## config.mk

```make
export PLATFORM = sky130hd
export DESIGN_NAME = sram_req_sequencer
export DESIGN_NICKNAME = d
export VERILOG_FILES = /design/src/rtl/sram_pkg.sv /design/src/rtl/sram_req_fifo.sv /design/src/rtl/sram_req_sequencer.sv
export SDC_FILE = /design/constraint.sdc
export NUM_CORES = 1
export LEC_CHECK = 0
export BUFFER_PORTS_ARGS = -buffer_cell sky130_fd_sc_hd__buf_2
export CORE_MARGIN = 2
export CORE_UTILIZATION = 46
export DETAILED_ROUTE_END_ITERATION = 8
export MAX_ROUTING_LAYER = met4
export PLACE_DENSITY = 0.75
export SYNTH_ARGS = -nofsm -noshare
export SYNTH_HDL_FRONTEND = slang
export SYNTH_HIERARCHICAL = 1
export SYNTH_SLANG_ARGS = --single-unit
```

## constraint.sdc

```tcl
create_clock -name clk -period 5.14 [get_ports clk]
set_input_delay 0 -clock clk [delete_from_list [all_inputs] [get_ports clk]]
set_output_delay 0 -clock clk [all_outputs]
set_load 0.01 [all_outputs]
```

## src/rtl/sram_pkg.sv

```systemverilog
`default_nettype none
// ============================================================================
//  Module      : sram_pkg
//  Description : Shared FSM state encoding, request record and address
//                constants for the SRAM request sequencer.
//  Revision    : 1.0 - initial release
// ============================================================================
package sram_pkg;

    localparam int c_ADDR_W = 16;
    localparam int c_DATA_W = 8;

    typedef logic [2:0] state_t;

    localparam state_t c_IDLE    = 3'd0;
    localparam state_t c_SETUP   = 3'd1;
    localparam state_t c_ACCESS  = 3'd2;
    localparam state_t c_RECOVER = 3'd3;
    localparam state_t c_RESP    = 3'd4;

    // The sequencer's ADDR_W/DATA_W must match these widths.
    typedef struct packed {
        logic                we;
        logic [c_ADDR_W-1:0] addr;
        logic [c_DATA_W-1:0] wdata;
    } sram_req_t;

    localparam logic [c_ADDR_W-1:0] c_LAST_ADDR = '1;

    // Writes to the top address are rejected without touching the controller.
    function automatic logic is_skip(input sram_req_t req);
        return req.we && (req.addr == c_LAST_ADDR);
    endfunction

endpackage
`default_nettype wire

```

## src/rtl/sram_req_fifo.sv

```systemverilog
`default_nettype none
// ============================================================================
//  Module      : sram_req_fifo
//  Description : Parameterised single-clock FIFO with count, full and empty.
//  Revision    : 1.0 - initial release
// ============================================================================
module sram_req_fifo #(
    parameter int WIDTH = 25,
    parameter int DEPTH = 4
) (
    input  logic                       clk,
    input  logic                       rst,
    input  logic                       i_push,
    input  logic [WIDTH-1:0]           i_data,
    input  logic                       i_pop,
    output logic [WIDTH-1:0]           o_data,
    output logic                       o_full,
    output logic                       o_empty,
    output logic [$clog2(DEPTH+1)-1:0] o_count
);

    localparam int PTR_W = (DEPTH < 2) ? 1 : $clog2(DEPTH);
    localparam int CNT_W = $clog2(DEPTH + 1);

    logic [WIDTH-1:0] r_mem_q [DEPTH];
    logic [PTR_W-1:0] r_wr_ptr_q, w_wr_ptr_d;
    logic [PTR_W-1:0] r_rd_ptr_q, w_rd_ptr_d;
    logic [CNT_W-1:0] r_count_q,  w_count_d;
    logic             w_do_push;
    logic             w_do_pop;

    assign o_full    = (r_count_q == CNT_W'(DEPTH));
    assign o_empty   = (r_count_q == '0);
    assign o_count   = r_count_q;
    assign o_data    = r_mem_q[r_rd_ptr_q];
    assign w_do_push = i_push && !o_full;
    assign w_do_pop  = i_pop && !o_empty;

    // DEPTH is a power of two, so pointer overflow is the modulo wrap.
    always_comb begin
        w_wr_ptr_d = r_wr_ptr_q;
        w_rd_ptr_d = r_rd_ptr_q;
        w_count_d  = r_count_q;
        if (w_do_push) begin
            w_wr_ptr_d = r_wr_ptr_q + PTR_W'(1);
        end
        if (w_do_pop) begin
            w_rd_ptr_d = r_rd_ptr_q + PTR_W'(1);
        end
        case ({w_do_push, w_do_pop})
            2'b10:   w_count_d = r_count_q + CNT_W'(1);
            2'b01:   w_count_d = r_count_q - CNT_W'(1);
            default: w_count_d = r_count_q;
        endcase
    end

    always_ff @(posedge clk) begin
        if (rst) begin
            r_wr_ptr_q <= '0;
            r_rd_ptr_q <= '0;
            r_count_q  <= '0;
        end else begin
            r_wr_ptr_q <= w_wr_ptr_d;
            r_rd_ptr_q <= w_rd_ptr_d;
            r_count_q  <= w_count_d;
        end
    end

    always_ff @(posedge clk) begin
        if (w_do_push) begin
            r_mem_q[r_wr_ptr_q] <= i_data;
        end
    end

endmodule
`default_nettype wire

```

## src/rtl/sram_req_sequencer.sv

```systemverilog
`default_nettype none
// ============================================================================
//  Module      : sram_req_sequencer
//  Description : Queues single-beat read/write requests and sequences them
//                onto the SRAM controller pins with setup/access/recovery
//                timing, bounded retries and one response per request.
//  Revision    : 1.0 - initial release
// ============================================================================
module sram_req_sequencer
    import sram_pkg::*;
#(
    parameter int ADDR_W        = c_ADDR_W,
    parameter int DATA_W        = c_DATA_W,
    parameter int DEPTH         = 4,
    parameter int ACCESS_CYCLES = 2,
    parameter int MAX_RETRIES   = 3
) (
    input  logic              clk,
    input  logic              rst,
    input  logic              req_valid,
    output logic              req_ready,
    input  logic              req_we,
    input  logic [ADDR_W-1:0] req_addr,
    input  logic [DATA_W-1:0] req_wdata,
    output logic              rsp_valid,
    output logic [DATA_W-1:0] rsp_rdata,
    output logic              rsp_err,
    output logic [ADDR_W-1:0] ctl_addr,
    output logic [DATA_W-1:0] ctl_wdata,
    output logic              ctl_we_n,
    output logic              ctl_oe_n,
    input  logic [DATA_W-1:0] ctl_rdata,
    input  logic              ctl_error,
    input  logic              ctl_denied,
    output logic              busy
);

    localparam int RETRY_W = (MAX_RETRIES < 1) ? 1 : $clog2(MAX_RETRIES + 1);
    localparam int ACC_W   = (ACCESS_CYCLES < 2) ? 1 : $clog2(ACCESS_CYCLES);
    localparam int CNT_W   = $clog2(DEPTH + 1);

    localparam logic [RETRY_W-1:0] c_RETRY_MAX = RETRY_W'(MAX_RETRIES);
    localparam logic [ACC_W-1:0]   c_ACC_LAST  = ACC_W'(ACCESS_CYCLES - 1);

    sram_req_t          w_push_req;
    sram_req_t          w_head;
    logic               w_push;
    logic               w_pop;
    logic               w_full;
    logic               w_empty;
    logic [CNT_W-1:0]   w_count;

    state_t             r_state_q, w_state_d;
    sram_req_t          r_cmd_q,   w_cmd_d;
    logic [ACC_W-1:0]   r_acc_q,   w_acc_d;
    logic [RETRY_W-1:0] r_retry_q, w_retry_d;
    logic [DATA_W-1:0]  r_rdata_q, w_rdata_d;
    logic               r_err_q,   w_err_d;

    assign req_ready  = !rst && !w_full;
    assign w_push     = req_valid && req_ready;
    assign w_push_req = '{we: req_we, addr: req_addr, wdata: req_wdata};

    sram_req_fifo #(
        .WIDTH ($bits(sram_req_t)),
        .DEPTH (DEPTH)
    ) u_fifo (
        .clk     (clk),
        .rst     (rst),
        .i_push  (w_push),
        .i_data  (w_push_req),
        .i_pop   (w_pop),
        .o_data  (w_head),
        .o_full  (w_full),
        .o_empty (w_empty),
        .o_count (w_count)
    );

    always_comb begin
        w_state_d = r_state_q;
        w_cmd_d   = r_cmd_q;
        w_acc_d   = r_acc_q;
        w_retry_d = r_retry_q;
        w_rdata_d = r_rdata_q;
        w_err_d   = r_err_q;
        w_pop     = 1'b0;
        case (r_state_q)
            c_IDLE: begin
                if (!w_empty) begin
                    w_pop     = 1'b1;
                    w_cmd_d   = w_head;
                    w_rdata_d = '0;
                    w_err_d   = 1'b0;
                    w_state_d = c_SETUP;
                end
            end
            c_SETUP: begin
                if (is_skip(r_cmd_q)) begin
                    w_err_d   = 1'b1;
                    w_state_d = c_RESP;
                end else begin
                    w_acc_d   = '0;
                    w_state_d = c_ACCESS;
                end
            end
            c_ACCESS: begin
                if (r_acc_q == c_ACC_LAST) begin
                    if (!r_cmd_q.we) begin
                        w_rdata_d = ctl_rdata;
                    end
                    w_state_d = c_RECOVER;
                end else begin
                    w_acc_d = r_acc_q + ACC_W'(1);
                end
            end
            c_RECOVER: begin
                // Denial is final; errors are retried until the budget runs out.
                if (ctl_denied) begin
                    w_err_d   = 1'b1;
                    w_state_d = c_RESP;
                end else if (ctl_error && (r_retry_q < c_RETRY_MAX)) begin
                    w_retry_d = r_retry_q + RETRY_W'(1);
                    w_state_d = c_SETUP;
                end else begin
                    w_err_d   = ctl_error;
                    w_state_d = c_RESP;
                end
            end
            c_RESP: begin
                w_retry_d = '0;
                w_state_d = c_IDLE;
            end
            default: begin
                w_state_d = c_IDLE;
            end
        endcase
    end

    always_ff @(posedge clk) begin
        if (rst) begin
            r_state_q <= c_IDLE;
            r_cmd_q   <= '0;
            r_acc_q   <= '0;
            r_retry_q <= '0;
            r_rdata_q <= '0;
            r_err_q   <= 1'b0;
        end else begin
            r_state_q <= w_state_d;
            r_cmd_q   <= w_cmd_d;
            r_acc_q   <= w_acc_d;
            r_retry_q <= w_retry_d;
            r_rdata_q <= w_rdata_d;
            r_err_q   <= w_err_d;
        end
    end

    // The command register holds its value until the next pop.
    assign ctl_addr  = r_cmd_q.addr;
    assign ctl_wdata = r_cmd_q.wdata;
    assign ctl_we_n  = !((r_state_q == c_ACCESS) && r_cmd_q.we);
    assign ctl_oe_n  = !((r_state_q == c_ACCESS) && !r_cmd_q.we);

    assign rsp_valid = (r_state_q == c_RESP);
    assign rsp_rdata = rsp_valid ? r_rdata_q : '0;
    assign rsp_err   = rsp_valid && r_err_q;
    assign busy      = (w_count != '0) || (r_state_q != c_IDLE);

endmodule
`default_nettype wire

```

==> results of run 1 <==
-- worst max-delay path, stage by stage, from the launching register on --
cell	delay, ns
dfxtp_1	0.48
nor3_2	0.11
nor2_1	0.19
nand2_2	0.32
inv_2	0.47
o31ai_2	0.17
inv_1	0.09
ha_1	0.17
inv_1	0.06
fa_1	0.37
xor2_1	0.16
or3_1	0.32
a21oi_1	0.18
-- state kept, by name, summed over array words and instances (netlist names), 2 cells and up, named ones only --
register	count
u_fifo/r_mem_q	100
ctl_addr	16
ctl_wdata	8
r_rdata_q	8
r_state_q	3
u_fifo/o_count	3
r_retry_q	2
u_fifo/r_rd_ptr_q	2
u_fifo/r_wr_ptr_q	2
-- cell type report --
cell class              count  area (sq um)
inverters                  10          37.5
repair buffers            116           771
fillers                   998          5470
clock inverters            14          88.8
clock buffers              18           429
multi-input cells         220          1670
well taps                 172           215
flip-flops and latches    149          3980
-- power by group through the flow --
| stage | registers [W] | logic (W) | clock network (W) |
|---|---|---|---|
| after floorplan | 0.00145 | 0.000454 | 0 |
| after global placement | 0.00147 | 0.000502 | 0 |
| after detailed placement | 0.00148 | 0.000518 | 0 |
| after CTS | 0.00145 | 0.000547 | 0.00109 |
| after global routing | 0.00147 | 0.000600 | 0.00114 |
| final | 0.00145 | 0.000543 | 0.00106 |
-- worst paths after layout --
kind | slack [ns] | cells past startpoint | start | end
max | 1.94 | 12 | u_fifo/o_count[0] | u_fifo/o_count[2]
min | 0.07 | 3 | ctl_error | r_state_q[2]
max reg2reg | 1.94 | 12 | u_fifo/o_count[0] | u_fifo/o_count[2]
min reg2reg | 0.45 | 2 | r_rdata_q[1] | r_rdata_q[1]
-- layout by cell type (no fill, tap or decap), types with 2 or more instances in the layout --
| cell | count |
|---|---|
| dlygate4sd3_1 | 35 |
| nor3_1 | 4 |
| mux4_2 | 20 |
| nor4_1 | 3 |
| ha_1 | 6 |
| nand4_1 | 3 |
| nor2_1 | 8 |
| dfxtp_1 | 49 |
| and2_1 | 15 |
| xor2_1 | 4 |
| or3_1 | 3 |
| buf_2 | 75 |
| nand3_1 | 8 |
| clkinv_2 | 3 |
| a21oi_1 | 39 |
| clkinv_4 | 3 |
| inv_1 | 9 |
| o21ai_0 | 5 |
| nor2b_1 | 4 |
| clkinv_1 | 3 |
| nand2_1 | 63 |
| edfxtp_1 | 100 |
| nand2b_1 | 5 |
| mux4_1 | 5 |
| nor2_2 | 2 |
| buf_4 | 6 |
| clkbuf_16 | 17 |
| mux2i_1 | 3 |
| nor3b_1 | 3 |
| clkinvlp_4 | 3 |
-- metrics by stage --
| step | setup WS [ns] | util | std cells | total power, W | instance area [sq um] |
|---|---|---|---|---|---|
| 6_report | 1.94 | 0.568 | 699 | 0.00306 | 7200 |
| 5_1_grt | 1.70 | 0.568 | 699 | 0.00321 | 7200 |
| 4_1_cts | 1.96 | 0.568 | 699 | 0.00309 | 7200 |
| 3_5_place_dp | 2.02 | 0.500 | 632 | 0.00200 | 6330 |
| 3_3_place_gp | 2.19 | 0.500 | 632 | 0.00197 | 6330 |
| 2_1_floorplan | 2.69 | - | 422 | 0.00190 | 6000 |
-- cell families after synthesis --
family / Yosys count / share of synthesized area
xor+xnor: 4 / 0.00584
flops: 149 / 0.664
fa+ha+maj: 7 / 0.0158
simple gates: 129 / 0.107
buf+inv: 53 / 0.0577
mux: 29 / 0.104
compound gates: 51 / 0.0467
-- per-layer routing --
metal / track usage / up-vias / wire, um
met5: - / - / 0
met4: 0.0776 / 0 / 164
met3: 0.0526 / 16 / 621
met2: 0.307 / 117 / 6130
met1: 0.212 / 1767 / 4880
li1: - / 1704 / -
-- repair_timing --
action,4_1_cts,5_1_grt
hold buffers,35,0
setup buffers,0,0
hold endpoints to repair,109,0
==> summary.txt, run 1 <==
Status
  – Status: completed

GRT
  – GR Util All Layers: 0.185
  – Antenna violations before repair: 0
  – Largest net degree at the start of global routing: 53
  – Number of global-route vias before repair: 3695
  – Total global routing overflow: 0
  – Global-route wire length before repair: between 15 and 20 mm

Drt
  – Avg Vias per Cell: between 5 and 6
  – Initial DRC Count: ~240
  – Post-route ant nets: 0
  – Via Count: 3604
  – Routed length per instance: 16.9 um
  – Final wirelength: 11.8 mm
  – DRC: 0
  – Pre-antenna DRT Iters: 4

Worst setup path
  – Data arrival, critical path: 3.53 ns
  – Crit Path Max Fanout: 27
  – Startpoint Class: register
  – Critical path class: reg -> reg
  – Setup crit end kind: register
  – WP data required: 5.47 ns

Power
  – Power density cells: 425 nW/um^2
  – Max VDD drop: approximately 0.0002 V
  – Clock share of power: 0.347
  – Int Pwr: 0.00220 W
  – Static Leak: 2.58 nW
  – Sw Pwr: 0.000856 W
  – Combinational power share: 0.177
  – Sw frac: 0.280
  – Share of power burned in registers: 0.475

Floorplan
  – Initial Utilization: 0.474
  – Core Box Area: 12700 sq um
  – Boundary Pins: 76
  – Die Height: ~120 um
  – Rows: 41
  – Die Area: between 10000 and 15000 sq um
  – Die Span X: around 120 um

CTS
  – TritonCTS clock tree: yes
  – Clk slew on worst S/H paths: 0.06 ns
  – Total CTS buffers: 17
  – CTS Sinks: 149
  – CTS Buffer Depth: 2
  – Root buffer cell: clkbuf_16
  – Worst skew pair latency: 0.41 ns
  – H-tree levels: 4
  – Post_cts resized: 0

Timing
  – Final setup TNS: 0 ns
  – Fin crit period: 3.20 ns
  – Fin Clk Skew: 0.00682 ns
  – Setup violators final: 0
  – Hold Violations, Final: 0
  – Pin slew with the least headroom to its limit: 1.11 ns
  – Worst rel slew slack: 0.257
  – Hold slack: 0.0652 ns
  – Fmax: 0.312 GHz
  – Final max-slew violation count: 0
  – Final period utilization: 0.623
  – RSZ-0062 raised after global routing: false

Final layout
  – Antenna fix cells: 0
  – Final net count: 559
  – Share of cells above drive strength 1: 0.262
  – P&R area growth vs syn: 19.9%

Logic synthesis
  – Library cells used by synthesis: 47
  – Post-synthesis sequential area ratio: 0.664
  – Ys async rst share: 0
  – Synth area leader: edfxtp_1
  – Top FF cell, synth: edfxtp_1
  – Post-Synthesis Cells: 422
  – Top cell type's share of synthesized area: 0.500
  – Count leader, synth: edfxtp_1
  – Syn Area/Cell: 14.2 sq um
  – Most frequent cells after synthesis: edfxtp_1 (100), nand2_1 (63), dfxtp_1 (49)
  – Register bit total from synthesis: 149
  – Mapped Area: 6000 sq um
  – Ys Warns: 6
  – Synth top area cells: edfxtp_1 (50%), dfxtp_1 (16%), mux4_2 (7.5%)
  – Post-synth EDFFs: 100
  – Post-Syn Nets: ~470

Min path
  – Hold WC Path Type: in -> reg

Run
  – Max-cap violation count: 0

Placement
  – GP Congestion: 0.794
  – Hpwl dp: 7.33 mm
  – I/O Buffers: 75
Note: power is estimated with default switching activity, not from simulation.
==> inputs of run 2 (changes only) <==
--- a/config.mk
+++ b/config.mk
@@ -5,6 +5,7 @@
 export SDC_FILE = /design/constraint.sdc
 export NUM_CORES = 1
 export LEC_CHECK = 0
+export ABC_AREA = 1
 export BUFFER_PORTS_ARGS = -buffer_cell sky130_fd_sc_hd__buf_2
 export CORE_MARGIN = 2
 export CORE_UTILIZATION = 46
==> constraint.sdc (replaced) <==
create_clock -name clk -period 3.2 [get_ports clk]
set_input_delay 0 -clock clk [delete_from_list [all_inputs] [get_ports clk]]
set_output_delay 0 -clock clk [all_outputs]
set_load 0.01 [all_outputs]
==> summary.txt, run 2 <==
Power
  – Static Leak: 2.84 nW (+10%)
  – Max VDD drop: 0.000468 V (+130%)
  – Power density cells: 849 nW/um^2 (+100%)

CTS
  – Post-CTS setup buffer count: 0 (unchanged)
  – TritonCTS clock tree: yes
  – CTS Sinks: 149 (unchanged)
  – Post_cts resized: 0 (unchanged)
  – Total CTS buffers: 17 (unchanged)
  – H-tree levels: 4 (unchanged)
  – CTS Buffer Depth: 2 (unchanged)
  – Worst skew pair latency: 0.41 ns (about the same)
  – Clk slew on worst S/H paths: 0.05 ns (about the same)
  – Root buffer cell: clkbuf_16

Final layout
  – Commonest cells after routing, fill and taps aside: edfxtp_1 (100), nand2_1 (97), nor2_1 (86), buf_2 (75), o21ai_0 (50)
  – Flip-flop count of the largest register after layout: 100 (unchanged)
  – P&R area growth vs syn: 20.3%
  – Antenna fix cells: 0 (unchanged)
  – Final net count: 715 (+28%)
  – Largest Register: u_fifo/r_mem_q
  – Share of cells above drive strength 1: 0.190 (-0.0715)
  – Most common cell after layout, fill and taps aside: edfxtp_1

Logic synthesis
  – Library cells used by synthesis: 33 (-30%)
  – Post-synthesis simple-gate area fraction: 0.138 (+0.0316)
  – Post-Syn Nets: 628 (+34%)
  – Synth Area in Compound Gates: 0.109 (+0.0626)
  – Mux contribution to synthesized area: 0 (-0.104)
  – Top FF cell, synth: edfxtp_1
  – Main combinational cell family by area after synthesis: simple AND/OR/NAND/NOR gates
  – Mapped Area: 6110 sq um (+1.9%)
  – Register bit total from synthesis: 149 (unchanged)
  – Synth area leader: edfxtp_1
  – Adder-cell share of the synthesized area: 0.0156 (-0.000288)
  – Post-synthesis sequential area ratio: 0.652 (-0.0121)
  – Synth top area cells: edfxtp_1 (49%), dfxtp_1 (16%), nand2_1 (6.0%)
  – Ys async rst share: 0 (unchanged)
  – Post-synth EDFFs: 100 (unchanged)
  – Ys Warns: 6 (unchanged)
  – Syn Area/Cell: 10.5 sq um (-26%)
  – Top cell type's share of synthesized area: 0.491 (-0.00911)
  – XOR/XNOR Fraction of Synth Area: 0 (-0.00584)
  – Post-Synthesis Cells: 583 (+38%)
  – Most frequent cells after synthesis: edfxtp_1 (100), nand2_1 (97), nor2_1 (90)
  – Count leader, synth: edfxtp_1

Placement
  – Post-Place Setup Slack: 0.789 ns (-1.24 ns)
  – I/O Buffers: 75 (unchanged)
  – GP Congestion: 0.813 (+2.4%)
  – Hpwl dp: 7.83 mm (+6.8%)

Timing
  – Final period utilization: 0.777 (+0.154)
  – Fmax: 0.402 GHz (+29%)
  – Fin Clk Skew: 0.00741 ns (+0.000581 ns)
  – Final max-slew violation count: 0 (unchanged)
  – Hold Violations, Final: 0 (unchanged)
  – Setup violators final: 0 (unchanged)
  – Worst rel slew slack: 0.450 (+0.193)
  – Pin slew with the least headroom to its limit: 0.824 ns (-0.288 ns)
  – Final setup TNS: 0 ns (unchanged)
  – Fin crit period: 2.49 ns (-0.714 ns)
  – Final WS setup: 0.712 ns (-1.23 ns)
  – RSZ-0062 raised after global routing: false

Floorplan
  – Initial Utilization: 0.467 (-0.00649)
  – Rows: 42 (+2.4%)
  – Die Span X: 119 um (+0.89%)
  – Die Area: 14200 sq um (+1.8%)
  – Boundary Pins: 76 (unchanged)
  – Die Height: 119 um (+0.89%)
  – Core Box Area: 13100 sq um (+3.3%)

Status
  – Status: completed

Worst setup path
  – Buffer and inverter count on the worst path: 5 (+2)
  – Setup crit end kind: register
  – R2R Path Start: u_fifo/o_count[1]
  – CP startpoint: u_fifo/o_count[1]
  – Startpoint Class: register
  – Crit Path Max Fanout: 27 (unchanged)
  – Data arrival, critical path: 2.79 ns (-0.74 ns)
  – Critical path class: reg -> reg
  – Most common cell on crit path: nand2_1
  – Worst Setup EP: u_fifo/o_count[2]
  – Reg2reg end: u_fifo/o_count[2]
  – Worst R2R Setup Slack: 0.71 ns (-1.23 ns)
  – Reg2reg path depth: 16 (+4)
  – Max incr delay on CP: 0.40 ns (-0.08 ns)
  – Levels on crit path: 16 (+4)
  – Slowest cell on the critical path: fa_1
  – Crit path max-delay family: simple AND/OR/NAND/NOR gates
  – CP cell instances: nor2_1 > nand2_1 > inv_1 > or2_1 > clkinv_4 > nand2_1 > inv_1 > ha_1 > inv_1 > fa_1 > inv_1 > nand2_1 > nand3_1 > nand2_1 > nand2_1 > nor2_1
  – WP data required: 3.50 ns (-1.97 ns)

GRT
  – Number of global-route vias before repair: 4223 (+14%)
  – Largest net degree at the start of global routing: 51 (-3.8%)
  – Antenna violations before repair: 0 (unchanged)
  – Total global routing overflow: 0 (unchanged)
  – Global-route wire length before repair: 20.4 mm (+7.9%)
  – GR Util All Layers: 0.192 (+0.00701)

Drt
  – DRC: 0 (unchanged)
  – Initial DRC Count: 337 (+41%)
  – Via Count: 4344 (+21%)
  – Pre-antenna DRT Iters: 5 (+1)
  – Final wirelength: 12.8 mm (+8.2%)
  – Routed length per instance: 14.9 um (-12%)
  – Post-route ant nets: 0 (unchanged)
  – Avg Vias per Cell: 5.06 (-1.9%)

Min path
  – Hold WC Path Type: in -> reg
  – Worst Hold Depth: 5 (+2)

Run
  – Max-cap violation count: 0 (unchanged)
-- run 2: cell types whose count changed after synthesis, sizes merged, moves of 5 or more --
cell	previous run	this run
and2	15	0
buf	38	44
o21ai	6	64
nand2b	5	0
mux4	25	0
o22ai	0	25
inv	10	41
nand2	64	99
nor2	10	92
-- run 2: kinds of logic after synthesis --
family / after synthesis
AOI/OAI and AO/OA: 125
adders and majority gates: 7
buffers and inverters: 93
DFF: 149
and+or+nand+nor: 209
-- run 2: worst min-delay path: stages --
cell and delay, ns:
buf_2 0.10, inv_1 0.05, nor3_1 0.05, nand2_1 0.12, a21oi_1 0.08
-- run 2: layer usage --
layer  track usage  vias to the layer above  wire length, um
met5             -                        -                0
met4        0.0596                        0               80
met3        0.0512                        8              643
met2         0.313                      122             6230
met1         0.237                     2082             5810
li1              -                     2132                -
-- run 2: how the worst min path moves through the flow --
stage | slack [ns] | start | endpoint
after floorplan | 0.07 | rst | u_fifo/r_wr_ptr_q[0]
after global placement | 0.21 | req_wdata[0] | u_fifo/r_mem_q[1][0]
after detailed placement | 0.22 | req_wdata[1] | u_fifo/r_mem_q[1][1]
after CTS | 0.03 | ctl_error | r_retry_q[0]
after global routing | 0.04 | req_valid | u_fifo/r_wr_ptr_q[0]
final | 0.05 | ctl_error | r_retry_q[0]
-- run 2: metrics by stage --
stage,cell area [sq um],power [W],hold WS (ns),instances,util
after floorplan,6110,0.00407,0.0691,583,-
after global placement,6430,0.00422,0.213,792,0.491
after detailed placement,6430,0.00430,0.222,792,0.491
after CTS,7360,0.00628,0.0311,859,0.562
after global routing,7360,0.00663,0.0408,859,0.562
final,7360,0.00624,0.0492,859,0.562
-- run 2: area by class of cell --
type                            instances  area (sq um)
Timing Repair Buffer                  118           786
Fill cell                            1118          5730
Inverter                               43           169
Tap cell                              176           220
Multi-Input combinational cell        341          1620
Clock buffer                           22           444
Sequential cell                       149          3980
Clock inverter                         10           135
-- run 2: power by group --
| group | switching [W] | total, W | internal [W] |
|---|---|---|---|
| Sequential | 0.000193 | 0.00253 | 0.00234 |
| Combinational | 0.00118 | 0.00177 | 0.000592 |
| Clock | 0.000715 | 0.00194 | 0.00122 |
| Total | 0.00209 | 0.00624 | 0.00415 |
-- run 2: repair_timing --
action                                  in CTS  in global routing
hold buffers                                35                  0
endpoints found under the hold margin      111                  0
endpoints found under the setup margin       0                  0
==> inputs of run 3 (changes only) <==
--- a/config.mk
+++ b/config.mk
@@ -5,13 +5,13 @@
 export SDC_FILE = /design/constraint.sdc
 export NUM_CORES = 1
 export LEC_CHECK = 0
-export ABC_AREA = 1
+export ABC_AREA = 0
 export BUFFER_PORTS_ARGS = -buffer_cell sky130_fd_sc_hd__buf_2
 export CORE_MARGIN = 2
 export CORE_UTILIZATION = 46
 export DETAILED_ROUTE_END_ITERATION = 8
 export MAX_ROUTING_LAYER = met4
-export PLACE_DENSITY = 0.75
+export PLACE_DENSITY = 0.77
 export SYNTH_ARGS = -nofsm -noshare
 export SYNTH_HDL_FRONTEND = slang
 export SYNTH_HIERARCHICAL = 1
==> constraint.sdc (replaced) <==
create_clock -name clk -period 2.15 [get_ports clk]
set_input_delay 0 -clock clk [delete_from_list [all_inputs] [get_ports clk]]
set_output_delay 0 -clock clk [all_outputs]
set_load 0.01 [all_outputs]
==> summary.txt, run 3 (same netlist as run 1, synthesis figures left out) <==
Final layout
  – Largest Register: u_fifo/r_mem_q
  – Flip-flop count of the largest register after layout: 100 (unchanged)
  – Commonest cells after routing, fill and taps aside: edfxtp_1 (100), buf_2 (75), nand2_1 (63), dfxtp_1 (46), a21oi_1 (38)
  – Most common cell after layout, fill and taps aside: edfxtp_1
  – P&R area growth vs syn: 25.4%
  – Util after Layout: 0.594 (+0.0322)
  – Final net count: 577 (-19%)
  – Share of cells above drive strength 1: 0.316 (+0.125)
  – Final instance area: 7530 sq um (+2.4%)

Power
  – Static Leak: 2.74 nW (-3.4%)
  – Int Pwr: 0.00569 W (+37%)
  – Sw frac: 0.279 (-0.0552)
  – Clock share of power: 0.369 (+0.059)
  – Power density cells: 1050 nW/um^2 (+23%)
  – Design Power: 0.00789 W (+26%)
  – Max VDD drop: 0.000536 V (+14%)
  – Combinational power share: 0.194 (-0.090)
  – Sw Pwr: 0.00221 W (+5.6%)
  – Share of power burned in registers: 0.436 (+0.030)

Timing
  – Hold Violations, Final: 0 (unchanged)
  – Final setup TNS: 0 ns (unchanged)
  – Fin Clk Skew: 0.00671 ns (-0.000694 ns)
  – Final max-slew violation count: 0 (unchanged)
  – Pin slew with the least headroom to its limit: 0.548 ns (-0.276 ns)
  – Fmax: 0.466 GHz (+16%)
  – RSZ-0062 raised after global routing: true
  – Final WS setup: 0.00304 ns (-0.709 ns)
  – Fin crit period: 2.15 ns (-0.341 ns)
  – Worst rel slew slack: 0.632 (+0.182)
  – Final period utilization: 0.999 (+0.221)
  – Setup violators final: 0 (unchanged)

Worst setup path
  – CP cell instances: buf_6 > nor3_4 > nor2_2 > nand2_2 > inv_4 > o31ai_2 > inv_1 > ha_4 > inv_2 > fa_2 > xor2_1 > or3_1 > a21oi_2
  – WP data required: 2.49 ns (-1.01 ns)
  – Critical path class: reg -> reg
  – Slowest cell on the critical path: dfxtp_2
  – Setup crit end kind: register
  – Crit Path Max Fanout: 3 (-89%)
  – Data arrival, critical path: 2.49 ns (-0.30 ns)
  – Startpoint Class: register
  – Buffer and inverter count on the worst path: 4 (-1)
  – Max incr delay on CP: 0.35 ns (-0.05 ns)
  – Crit path max-delay family: simple AND/OR/NAND/NOR gates

GRT
  – Total global routing overflow: 0 (unchanged)
  – Largest net degree at the start of global routing: 52 (+2.0%)
  – Global-route wire length before repair: 19.8 mm (-2.7%)
  – Antenna violations before repair: 2 (+2)
  – GR Util All Layers: 0.191 (-0.00174)
  – Number of global-route vias before repair: 3904 (-7.6%)

Drt
  – Pre-antenna DRT Iters: 5 (unchanged)
  – Routed length per instance: 17.2 um (+15%)
  – DRC: 0 (unchanged)
  – Post-route ant nets: 0 (unchanged)
  – Initial DRC Count: 311 (-7.7%)
  – Final wirelength: 12.3 mm (-3.4%)
  – Via Count: 3745 (-14%)
  – Avg Vias per Cell: 5.21 (+3.0%)

Placement
  – I/O Buffers: 75 (unchanged)
  – Hpwl dp: 7.57 mm (-3.3%)
  – Post-Place Setup Slack: -0.0814 ns (-0.870 ns)
  – GP Congestion: 0.838 (+3.0%)
  – Placed instance area: 6550 sq um (+1.9%)

CTS
  – Worst skew pair latency: 0.42 ns (about the same)
  – Root buffer cell: clkbuf_16
  – Total CTS buffers: 17 (unchanged)
  – Clk slew on worst S/H paths: 0.06 ns (about the same)
  – CTS Buffer Depth: 2 (unchanged)
  – CTS Sinks: 149 (unchanged)
  – TritonCTS clock tree: yes
  – H-tree levels: 4 (unchanged)

Floorplan
  – Die Height: 118 um (-0.88%)
  – Initial Utilization: 0.474 (+0.00649)
  – Die Span X: 118 um (-0.88%)
  – Core Box Area: 12700 sq um (-3.2%)
  – Rows: 41 (-2.4%)
  – Die Area: 14000 sq um (-1.8%)
  – Boundary Pins: 76 (unchanged)

Status
  – Status: completed

Min path
  – Hold WC Path Type: in -> reg

Run
  – Max-cap violation count: 0 (unchanged)
[run 3: cell count changes in the layout (fill, tap and decap cells not counted), moves of 20 or more]
cell,previous run,this run
mux4_2,0,20
o21ai_0,50,5
nor2_1,86,6
inv_1,35,6
o22ai_1,25,0
nand2_1,97,63
[run 3: final timing paths]
path | startpoint | endpoint | slack (ns) | depth (start not counted)
worst min-delay path | req_valid | u_fifo/r_wr_ptr_q[0] | 0.1 | 5
worst max-delay path | u_fifo/o_count[2] | u_fifo/o_count[2] | 0.003 | 13
worst max register to register | u_fifo/o_count[2] | u_fifo/o_count[2] | 0.003 | 13
worst min register to register | r_rdata_q[5] | r_rdata_q[5] | 0.45 | 2
[run 3: final cells by class]
cell class	instances	area, sq um
inverter	10	40.0
sequential	149	3990
fill	960	5140
multi-input combinational	220	1710
clock buffer	17	425
tap	172	215
antenna	2	5.00
clock inverter	15	169
timing repair buffer	134	972
[run 3: layer usage]
metal	share of wire	track usage	vias up	wire length (um)
li1	-	-	1748	-
met1	0.42	0.219	1839	5140
met2	0.50	0.315	139	6220
met3	0.061	0.0536	19	751
met4	0.018	0.0798	0	226
met5	0	-	-	0
[run 3: worst min-delay path, stage by stage]
cell and delay, ns:
buf_2 0.10, and2_4 0.13, inv_2 0.06, or3_1 0.10
a21oi_1 0.06
[run 3: power groups by stage]
| stage | logic [W] | clock network [W] | registers, W |
|---|---|---|---|
| after CTS | 0.00153 | 0.00295 | 0.00344 |
| final | 0.00153 | 0.00292 | 0.00344 |
| after global routing | 0.00168 | 0.00308 | 0.00347 |
| after floorplan | 0.00111 | 0 | 0.00347 |
| after global placement | 0.00141 | 0 | 0.00348 |
| after detailed placement | 0.00145 | 0 | 0.00350 |
[run 3: repair_timing]
action	CTS	global route
endpoints found under the setup margin	1	2
hold buffers	35	0
resized for setup	3	4
setup buffers	2	0
pin swaps	3	1
cloned	0	0
endpoints found under the hold margin	109	0
[run 3: metrics by stage]
stage	hold WS, ns	instances
detailed placement	0.217	648
global route	0.0910	719
floorplan	0.0989	422
global placement	0.211	648
finish	0.0960	719
CTS	0.0722	717
